===== src/rtl/tug_pkg.sv =====
// Shared types and constants for the tug-of-war match controller.
// Light chain geometry and winner encodings live here.
package tug_pkg;

    typedef enum logic [1:0] {
        CHAIN_RST  = 2'd0,
        PLAY       = 2'd1,
        POINT      = 2'd2,
        MATCH_OVER = 2'd3
    } state_t;

    localparam logic [1:0] WIN_NONE = 2'b00;
    localparam logic [1:0] WIN_L    = 2'b10;
    localparam logic [1:0] WIN_R    = 2'b01;

    localparam int NUM_LIGHTS = 9;
    localparam int LEFT_END   = 8;
    localparam int RIGHT_END  = 0;

endpackage


===== src/rtl/tug_match_controller_if.sv =====
// Player, chain and score signals between the match controller and its
// surroundings; the controller takes the slave view.
interface tug_match_controller_if #(
    parameter int SCORE_W = 4
);
    import tug_pkg::*;

    logic                  key_l;
    logic                  key_r;
    logic                  new_match;
    logic [NUM_LIGHTS-1:0] led_pos;
    logic                  chain_reset;
    logic                  pull_l;
    logic                  pull_r;
    logic [SCORE_W-1:0]    score_l;
    logic [SCORE_W-1:0]    score_r;
    logic [1:0]            winner;
    logic [1:0]            state_dbg;

    modport master (
        output key_l, key_r, new_match, led_pos,
        input  chain_reset, pull_l, pull_r,
        input  score_l, score_r, winner, state_dbg
    );

    modport slave (
        input  key_l, key_r, new_match, led_pos,
        output chain_reset, pull_l, pull_r,
        output score_l, score_r, winner, state_dbg
    );

endinterface


===== src/rtl/key_edge_arbiter.sv =====
// Rising-edge detection on both player keys with tie cancellation.
// Produces registered single-cycle pull pulses, gated by en.
module key_edge_arbiter (
    input  logic clk,
    input  logic reset,
    input  logic en,
    input  logic key_l,
    input  logic key_r,
    output logic pull_l,
    output logic pull_r
);

    logic key_l_q;
    logic key_r_q;
    logic rise_l;
    logic rise_r;

    assign rise_l = key_l & ~key_l_q;
    assign rise_r = key_r & ~key_r_q;

    // History loads 1 so a key held through reset never looks like a press
    always_ff @(posedge clk) begin
        if (reset) begin
            key_l_q <= 1'b1;
            key_r_q <= 1'b1;
            pull_l  <= 1'b0;
            pull_r  <= 1'b0;
        end else begin
            key_l_q <= key_l;
            key_r_q <= key_r;
            pull_l  <= en & rise_l & ~rise_r;
            pull_r  <= en & rise_r & ~rise_l;
        end
    end

endmodule


===== src/rtl/tug_match_controller.sv =====
// Best-of-N tug-of-war sequencer: arbitrated pulls, point detection,
// per-player scores, hold between points and match-over handling.
module tug_match_controller #(
    parameter int WIN_SCORE   = 3,
    parameter int HOLD_CYCLES = 4,
    parameter int SCORE_W     = 4
) (
    input logic clk,
    input logic reset,
    tug_match_controller_if.slave bus
);
    import tug_pkg::*;

    localparam int HOLD_W = (HOLD_CYCLES > 1) ? $clog2(HOLD_CYCLES) : 1;
    localparam logic [HOLD_W-1:0]  HOLD_LOAD = HOLD_W'(HOLD_CYCLES - 1);
    localparam logic [SCORE_W-1:0] WIN_VAL   = SCORE_W'(WIN_SCORE);

    state_t             state;
    state_t             state_nxt;
    logic [HOLD_W-1:0]  hold;
    logic [SCORE_W-1:0] score_l;
    logic [SCORE_W-1:0] score_r;
    logic [1:0]         winner;
    logic               pull_l;
    logic               pull_r;
    logic               point_l;
    logic               point_r;
    logic               point;
    logic               won;
    logic               arb_en;
    logic               chain_rst;

    assign point_l = (state == PLAY) & pull_l & bus.led_pos[LEFT_END];
    assign point_r = (state == PLAY) & pull_r & bus.led_pos[RIGHT_END];
    assign point   = point_l | point_r;
    assign won     = (score_l == WIN_VAL) | (score_r == WIN_VAL);

    key_edge_arbiter u_arb (
        .clk    (clk),
        .reset  (reset),
        .en     (arb_en),
        .key_l  (bus.key_l),
        .key_r  (bus.key_r),
        .pull_l (pull_l),
        .pull_r (pull_r)
    );

    always_ff @(posedge clk) begin
        if (reset) state <= CHAIN_RST;
        else       state <= state_nxt;
    end

    always_comb begin
        state_nxt = state;
        unique case (state)
            CHAIN_RST:  state_nxt = PLAY;
            PLAY:       if (point) state_nxt = POINT;
            POINT: begin
                if (hold == '0)
                    state_nxt = won ? MATCH_OVER : CHAIN_RST;
            end
            MATCH_OVER: if (bus.new_match) state_nxt = CHAIN_RST;
            default:    state_nxt = CHAIN_RST;
        endcase
    end

    // The pull issued alongside a point must not be followed by another
    always_comb begin
        chain_rst = (state == CHAIN_RST);
        arb_en    = (state == PLAY) & ~point;
    end

    always_ff @(posedge clk) begin
        if (reset) begin
            score_l <= '0;
            score_r <= '0;
            winner  <= WIN_NONE;
            hold    <= '0;
        end else begin
            unique case (state)
                PLAY: begin
                    if (point) begin
                        hold <= HOLD_LOAD;
                        if (point_l) begin
                            if (score_l != WIN_VAL)
                                score_l <= score_l + SCORE_W'(1);
                        end else if (score_r != WIN_VAL) begin
                            score_r <= score_r + SCORE_W'(1);
                        end
                    end
                end
                POINT: begin
                    if (hold != '0)
                        hold <= hold - HOLD_W'(1);
                    else if (won)
                        winner <= (score_l == WIN_VAL) ? WIN_L : WIN_R;
                end
                MATCH_OVER: begin
                    if (bus.new_match) begin
                        score_l <= '0;
                        score_r <= '0;
                        winner  <= WIN_NONE;
                    end
                end
                default: ;
            endcase
        end
    end

    assign bus.chain_reset = chain_rst;
    assign bus.pull_l      = pull_l;
    assign bus.pull_r      = pull_r;
    assign bus.score_l     = score_l;
    assign bus.score_r     = score_r;
    assign bus.winner      = winner;
    assign bus.state_dbg   = state;

endmodule


===== src/flat_wrapper.sv =====
// flat-port wrapper written by rule: the top's interface ports become plain ports
module tug_match_controller_flat import tug_pkg::*;
#(
    parameter int WIN_SCORE   = 3,
    parameter int HOLD_CYCLES = 4,
    parameter int SCORE_W     = 4
)
  (clk, reset, bus_key_l, bus_key_r, bus_new_match, bus_led_pos, bus_chain_reset, bus_pull_l, bus_pull_r, bus_score_l, bus_score_r, bus_winner, bus_state_dbg);
  tug_match_controller_if #(.SCORE_W(SCORE_W)) bus_i ();
  input logic clk;
  input logic reset;
  input wire logic [$bits(bus_i.key_l)-1:0] bus_key_l;
  input wire logic [$bits(bus_i.key_r)-1:0] bus_key_r;
  input wire logic [$bits(bus_i.new_match)-1:0] bus_new_match;
  input wire logic [$bits(bus_i.led_pos)-1:0] bus_led_pos;
  output wire logic [$bits(bus_i.chain_reset)-1:0] bus_chain_reset;
  output wire logic [$bits(bus_i.pull_l)-1:0] bus_pull_l;
  output wire logic [$bits(bus_i.pull_r)-1:0] bus_pull_r;
  output wire logic [$bits(bus_i.score_l)-1:0] bus_score_l;
  output wire logic [$bits(bus_i.score_r)-1:0] bus_score_r;
  output wire logic [$bits(bus_i.winner)-1:0] bus_winner;
  output wire logic [$bits(bus_i.state_dbg)-1:0] bus_state_dbg;
  assign bus_i.key_l = bus_key_l;
  assign bus_i.key_r = bus_key_r;
  assign bus_i.new_match = bus_new_match;
  assign bus_i.led_pos = bus_led_pos;
  assign bus_chain_reset = bus_i.chain_reset;
  assign bus_pull_l = bus_i.pull_l;
  assign bus_pull_r = bus_i.pull_r;
  assign bus_score_l = bus_i.score_l;
  assign bus_score_r = bus_i.score_r;
  assign bus_winner = bus_i.winner;
  assign bus_state_dbg = bus_i.state_dbg;
  tug_match_controller #(.WIN_SCORE(WIN_SCORE), .HOLD_CYCLES(HOLD_CYCLES), .SCORE_W(SCORE_W)) u_core (.clk(clk), .reset(reset), .bus(bus_i));
endmodule

===== config.mk =====
export PLATFORM = sky130hd
export DESIGN_NAME = tug_match_controller_flat
export DESIGN_NICKNAME = d
export VERILOG_FILES = /design/src/rtl/tug_pkg.sv /design/src/rtl/tug_match_controller_if.sv /design/src/rtl/key_edge_arbiter.sv /design/src/rtl/tug_match_controller.sv /design/src/flat_wrapper.sv
export SDC_FILE = /design/constraint.sdc
export NUM_CORES = 1
export LEC_CHECK = 0
export CAP_MARGIN = 20
export CORE_MARGIN = 3
export CORE_UTILIZATION = 45
export CTS_BUF_LIST = sky130_fd_sc_hd__clkbuf_4 sky130_fd_sc_hd__clkbuf_8 sky130_fd_sc_hd__clkbuf_16
export CTS_CLUSTER_SIZE = 10
export DETAILED_ROUTE_END_ITERATION = 10
export GPL_ROUTABILITY_DRIVEN = 0
export PLACE_DENSITY = 0.78
export SYNTH_ARGS = -nofsm -noshare
export SYNTH_HDL_FRONTEND = slang
export SYNTH_HIERARCHICAL = 1
export SYNTH_SLANG_ARGS = --single-unit

===== constraint.sdc =====
create_clock -name clk -period 2.3 [get_ports clk]
set_clock_uncertainty 0.05 [all_clocks]
set_input_delay 0.46 -clock clk [delete_from_list [all_inputs] [get_ports clk]]
set_output_delay 0.46 -clock clk [all_outputs]
set_load 0.03 [all_outputs]

==> results of run 1 <==
[sequential cells by signal, indices dropped and copies added, names as in the netlist]
name	cells
u_core/bus.score_l	4
u_core/bus.score_r	4
u_core/bus.state_dbg	2
u_core/bus.winner	2
u_core/hold	2
u_core/u_arb/key_l_q	1
u_core/u_arb/key_r_q	1
u_core/u_arb/pull_l	1
u_core/u_arb/pull_r	1
[where the power goes]
part	switching (mW)	total, mW	internal [mW]
sequential	0.0104	0.333	0.323
combinational	0.0721	0.133	0.0613
clock	0.102	0.198	0.0966
total	0.184	0.665	0.481
[cells by family after synthesis]
family / Yosys count
AND/OR/NAND/NOR: 44
AO/OA/AOI/OAI: 25
flip-flops: 18
buffers and inverters: 9
adder cells (fa/ha/maj): 3
XOR/XNOR: 2
multiplexers: 2
[stage by stage]
step	instances	hold WS, ns	area (um^2)
after global routing	154	0.471	1210
final	154	0.425	1210
after global placement	150	0.409	1180
after detailed placement	150	0.413	1180
after CTS	154	0.428	1210
after floorplan	103	0.446	916
[Yosys cell counts (3+ instances only)]
library cell	count	area [um^2]
clkbuf_1	3	11.3
nor2_1	8	30.0
a21oi_1	6	30.0
nand2_1	7	26.3
inv_1	5	18.8
dfxtp_1	18	360
nand3_1	6	30.0
o21ai_0	3	15.0
o31ai_1	3	22.5
ha_1	3	37.5
[routing by layer]
layer	vias up	part of all wire [%]	wire length, um
met5	-	0	0
met4	0	1.0	21
met3	2	3.3	66
met2	16	49	979
met1	387	47	949
li1	421	-	-
[worst max path at each step]
| stage | start | end | slack [ns] | depth (start not counted) |
|---|---|---|---|---|
| floorplan | u_core/bus.score_l[0] | u_core/bus.score_l[0] | 0.35 | 6 |
| global placement | bus_led_pos[8] | u_core/bus.score_r[2] | 0.24 | 5 |
| detailed placement | bus_led_pos[8] | u_core/bus.score_r[2] | 0.22 | 5 |
| CTS | u_core/bus.state_dbg[1] | bus_chain_reset | 0.19 | 3 |
| global route | u_core/bus.state_dbg[1] | bus_chain_reset | 0.09 | 3 |
| finish | u_core/bus.state_dbg[1] | bus_chain_reset | 0.20 | 3 |
[cell type report]
type,count,share of cell area [%]
multi-input combinational,76,42.8
sequential,18,29.7
timing repair buffer,26,20.4
clock buffer,4,2.99
tap,25,2.57
inverter,5,1.54
[worst max-delay path, delay by kind of cell (launching register included)]
kind,cells,cell delay (ns)
flops,1,0.36
simple gates,1,0.09
buf+inv,2,0.84
==> metrics.md, run 1 <==
| Metric | Value |
|---|---|
| Hpwl dp | 1520 um |
| Share of cells above drive strength 1 | 14.7% |
| Synthesis-to-layout area growth | 32.7% |
| Mean post-synth cell area | 8.89 um^2 |
| Post-CTS setup buffers | 0 |
| Number of global-route vias before repair | 826 |
| CTS buffer count | 3 |
| Worst-path cell chain | buf_4 > nor2_1 > clkdlybuf4s50_1 |
| Syn Nets | 120 |
| Number of port buffers | 21 |
| Synth Flop Type | dfxtp_1 |
| Worst hold-check path type | register to register |
| Minimum clock period | 2.10 ns |
| Crit Path Category | register to output pin |
| P per Cell Area | 548 mW/mm^2 |
| Pre-CTS setup slack | 0.219 ns |
| GRT Total Usage | 18.2% |
| Post-synthesis xor/xnor area fraction | 1.91% |
| Num ports | 29 |
| Reg2reg end | u_core/bus.score_r[2] |
| Reg2Reg Depth | 5 |
| Antenna viol nets, final | 0 |
| Post-CTS Hold Buffers | 0 |
| H-Tree Depth | 1 |
| Drt first pass iters | 4 |
| Final WS setup | 0.202 ns |
| Setup TNS | 0 ns |
| Max Fclk | 0.477 GHz |
| Most used routing layer | met2 |
| Period utilization | 91.2% |
| Clock Pin Slew Worst Setup and Hold Paths | 0.10 ns |
| Drt via density | 5.36 |
| GR Util met3 | 3.79% |
| Synth Area in Adders | 4.10% |
| Worst slew pin tran | 0.317 ns |
| Synth Area in Simple Gates | 29.2% |
| LEAKAGE | 0.530 nW |
| ANT cells | 0 |
| Compound-Gate Fraction of Synth Area | 19.4% |
| Die height | 51.1 um |
| Multiplexer share of the synthesized area | 2.19% |
| Global-route wire length before repair | 3620 um |
| Layout Utilization | 66.7% |
| Final Power | 0.665 mW |
| CTS tree | built |
| # resized after CTS | 0 |
| Overflow after GRT | 0 |
| Asr flop ratio synth | 0% |
| Hold Crit Start | u_core/bus.winner[1] |
| Outcome | completed |
| Die width | 51.1 um |
| Drt wl/cell | 13.1 um |
| Worst vdd ir | 0.000479 V |
| CTS sink cnt | 18 |
| RSZ-0062 raised after global routing | no |
| GR Util met2 | 31.5% |
| Area of the multi-input gates | 520 um^2 |
| Startpoint Class | register |
| Slew HR | 78.8% |
| Core Rows | 15 |
| Commonest non-fill, non-tap cell in the layout | clkdlybuf4s50_1 |
| R2r setup slk | 0.49 ns |
| Fin nets | 147 |
| Max-Cap Viols | 0 |
| #FFs+latches synth | 18 |
| Critical Path Sink Type | output pin |
| GR Util met1 | 22.4% |
| Worst-skew pair later-pin latency | 0.30 ns |
| Detailed-route wire length | 2020 um |
| Crit path DAT | 1.59 ns |
| Most frequent cells in the layout | clkdlybuf4s50_1, dfxtp_1, nor2_1 |
| Largest family of logic cells by synthesized area | simple AND/OR/NAND/NOR gates |
| Initial antenna violation count | 0 |
| Final Hold Viols | 0 |
| Mapped cell area | 916 um^2 |
| Yosys warning count | 6 |
| Initial Util | 50.3% |
| Synth unique cells | 41 |
| Sequential element share of the synthesized area | 39.3% |
| Slowest-stage cell, CP | clkdlybuf4s50_1 |
| Max incr delay on CP | 0.67 ns |
| Die Footprint | 0.00261 mm^2 |
| DR vias | 826 |
| EDFF count, synth | 0 |
| Final Setup Violations | 0 |
| Largest net degree at the start of global routing | 11 |
| Hold Path End | u_core/bus.winner[1] |
| CTS Buffer Depth | 2 |
| CP Max Fanout | 8 |
| Crit Reg-Reg Startpoint | u_core/bus.score_r[0] |
| # DRC | 0 |
| Max-slew violations | 0 |
| Core Area | 0.00182 mm^2 |
| FF/Latch Area | 360 um^2 |
| Clock root buffer | clkbuf_4 |
| Hold Crit Depth | 2 |
| Syn Inst Count | 103 |
| Crit path required time | 1.79 ns |
| # fillers | 159 |
| DR iter-0 viols | 15 |
No activity file was read; power rests on OpenSTA's default activity.
==> inputs of run 2 (changes only) <==
- CORE_UTILIZATION: 45 -> 50
- DONT_BUFFER_PORTS: not set -> 1
- PLACE_DENSITY: 0.78 -> not set
==> run 2 against run 1 <==
Against the previous run:
- design area is 16% lower
- sequential power is 2% higher
- sequential share of layout area is 5.7 points higher
- non-clock buffer count is 19 lower
- critical path depth is 2 higher
- global-route usage is 1.4 points lower
- routed wire length is 11% lower
- utilization is 3.5 points lower
- hold slack worse by 0.26 ns
- combinational power is 28% lower
- register-to-register slack better by 0.06 ns
==> metrics.md, run 2 (same netlist as run 1, synthesis figures left out) <==
| Metric | Value |
|---|---|
| Outcome | completed (unchanged) |
| CTS buffer count | 3 (unchanged) |
| Core Area | 0.00161 mm^2 (was 0.00182 mm^2) |
| Post-CTS setup buffers | 0 (unchanged) |
| Setup crit start | u_core/bus.score_l[0] (was u_core/bus.state_dbg[1]) |
| Global-route wire length before repair | 3160 um (was 3620 um) |
| RSZ-0062 raised after global routing | no (unchanged) |
| DR vias | 744 (was 826) |
| Die Footprint | 0.00238 mm^2 (was 0.00261 mm^2) |
| Synthesis-to-layout area growth | 11.2% (was 32.7%) |
| Crit path DAT | 1.89 ns (was 1.59 ns) |
| Overflow after GRT | 0 (unchanged) |
| Detailed-route wire length | 1790 um (was 2020 um) |
| Antenna viol nets, final | 0 (unchanged) |
| Pre-CTS setup slack | 0.547 ns (was 0.219 ns) |
| CP bufs+invs | 0 (was 2) |
| Clock Pin Slew Worst Setup and Hold Paths | 0.11 ns (was 0.10 ns) |
| Number of port buffers | 0 (was 21) |
| Die width | 48.8 um (was 51.1 um) |
| CTS tree | built (unchanged) |
| Hpwl dp | 1330 um (was 1520 um) |
| Fin nets | 128 (was 147) |
| Most frequent cells in the layout | dfxtp_1, nor2_1, buf_4, nand2_1 (was clkdlybuf4s50_1, dfxtp_1, nor2_1) |
| Num ports | 29 (unchanged) |
| Crit Path Category | register to register (was register to output pin) |
| Post-CTS Hold Buffers | 0 (unchanged) |
| Max-slew violations | 0 (unchanged) |
| Worst vdd ir | 0.000374 V (was 0.000479 V) |
| Largest net degree at the start of global routing | 15 (was 11) |
| Worst-path cell chain | ha_1 > or3b_1 > a32o_2 > xor2_1 > and2_1 (was buf_4 > nor2_1 > clkdlybuf4s50_1) |
| Reg2reg end | u_core/bus.score_l[0] (was u_core/bus.score_r[2]) |
| Reg2Reg Depth | 5 (unchanged) |
| Worst slew pin tran | 0.646 ns (was 0.317 ns) |
| Worst hold-check path type | input pin to register (was register to register) |
| Clock root buffer | clkbuf_4 (unchanged) |
| # fillers | 153 (was 159) |
| Worst-skew pair later-pin latency | 0.30 ns (about the same) |
| CTS sink cnt | 18 (unchanged) |
| CTS Buffer Depth | 2 (unchanged) |
| Minimum clock period | 1.75 ns (was 2.10 ns) |
| P per Cell Area | 619 mW/mm^2 (was 548 mW/mm^2) |
| Setup crit end | u_core/bus.score_l[0] (was bus_chain_reset) |
| # DRC | 0 (unchanged) |
| Top flop regs | u_core/bus.score_l (4), u_core/bus.score_r (4) (unchanged) |
| CP Max Fanout | 6 (was 8) |
| Crit path required time | 2.44 ns (was 1.79 ns) |
| Drt via density | 5.55 (was 5.36) |
| Slowest-stage cell, CP | or3b_1 (was clkdlybuf4s50_1) |
| Drt first pass iters | 4 (unchanged) |
| Critical Path Sink Type | register (was output pin) |
| Final WS setup | 0.554 ns (was 0.202 ns) |
| Initial antenna violation count | 0 (unchanged) |
| Final Hold Viols | 0 (unchanged) |
| Die height | 48.8 um (was 51.1 um) |
| Period utilization | 75.9% (was 91.2%) |
| Final Setup Violations | 0 (unchanged) |
| ANT cells | 0 (unchanged) |
| Max incr delay on CP | 0.45 ns (was 0.67 ns) |
| GRT Total Usage | 16.8% (was 18.2%) |
| H-Tree Depth | 1 (unchanged) |
| Worst path depth | 5 (was 3) |
| # resized after CTS | 0 (unchanged) |
| LEAKAGE | 0.467 nW (was 0.530 nW) |
| Largest delay share family, worst path | simple AND/OR/NAND/NOR gates (was buffers and inverters) |
| Post-route cell area | 0.00102 mm^2 (was 0.00121 mm^2) |
| Setup TNS | 0 ns (unchanged) |
| DR iter-0 viols | 19 (was 15) |
| Max-Cap Viols | 0 (unchanged) |
| Commonest non-fill, non-tap cell in the layout | dfxtp_1 (was clkdlybuf4s50_1) |
| Slew HR | 56.8% (was 78.8%) |
| Drt wl/cell | 13.4 um (was 13.1 um) |
| Startpoint Class | register (unchanged) |
| Number of global-route vias before repair | 685 (was 826) |
| Initial Util | 56.8% (was 50.3%) |
| Placed inst area | 982 um^2 (was 0.00118 mm^2) |
| Share of cells above drive strength 1 | 19.1% (was 14.7%) |
| Core Rows | 14 (was 15) |
| Crit Reg-Reg Startpoint | u_core/bus.score_l[0] (was u_core/bus.score_r[0]) |
| Max Fclk | 0.573 GHz (was 0.477 GHz) |
| R2r setup slk | 0.55 ns (was 0.49 ns) |
-- run 2: cell count changes in the layout (fill, tap and decap cells not counted), sizes merged --
cell | previous run | this run
buf | 5 | 7
clkdlybuf4s50 | 21 | 0
-- run 2: report_power, final --
| part | switching, mW | total [mW] | internal (mW) |
|---|---|---|---|
| combinational | 0.0583 | 0.0963 | 0.0380 |
| sequential | 0.0156 | 0.339 | 0.323 |
| clock | 0.0995 | 0.196 | 0.0965 |
| total | 0.173 | 0.631 | 0.457 |
-- run 2: worst min path at each step --
stage               slack [ns]                     to  cells after the start                  from
global placement          0.46         u_core/hold[1]                      2        u_core/hold[1]
CTS                       0.16  u_core/bus.score_l[1]                      1                 reset
global route              0.15  u_core/bus.score_l[1]                      1                 reset
floorplan                 0.45         u_core/hold[1]                      2        u_core/hold[1]
finish                    0.17  u_core/bus.score_l[1]                      1                 reset
detailed placement        0.46    u_core/u_arb/pull_r                      2  u_core/u_arb/key_l_q
-- run 2: layout make-up --
class	instances	area (um^2)	area share [%]
repair buffers	7	52.6	5.16
multi-input cells	76	520	51.1
well taps	24	30.0	2.95
flip-flops and latches	18	360	35.4
inverters	5	18.8	1.84
clock buffers	4	36.3	3.56
-- run 2: stage by stage --
| stage | utilization [%] | hold WS [ns] | total power [mW] | std cells |
|---|---|---|---|---|
| 2_1_floorplan | - | 0.446 | 0.423 | 103 |
| 3_3_place_gp | 60.9 | 0.460 | 0.439 | 130 |
| 3_5_place_dp | 60.9 | 0.463 | 0.442 | 130 |
| 4_1_cts | 63.2 | 0.164 | 0.635 | 134 |
| 5_1_grt | 63.2 | 0.150 | 0.669 | 134 |
| 6_report | 63.2 | 0.168 | 0.631 | 134 |
-- run 2: metal layers --
metal  vias up  GRT usage (%)  part of all wire, %
li1        383              -                    -
met1       340           21.9                   47
met2        16           24.4                   45
met3         5           5.81                  5.9
met4         0           8.53                  2.2
met5         -              0                    0
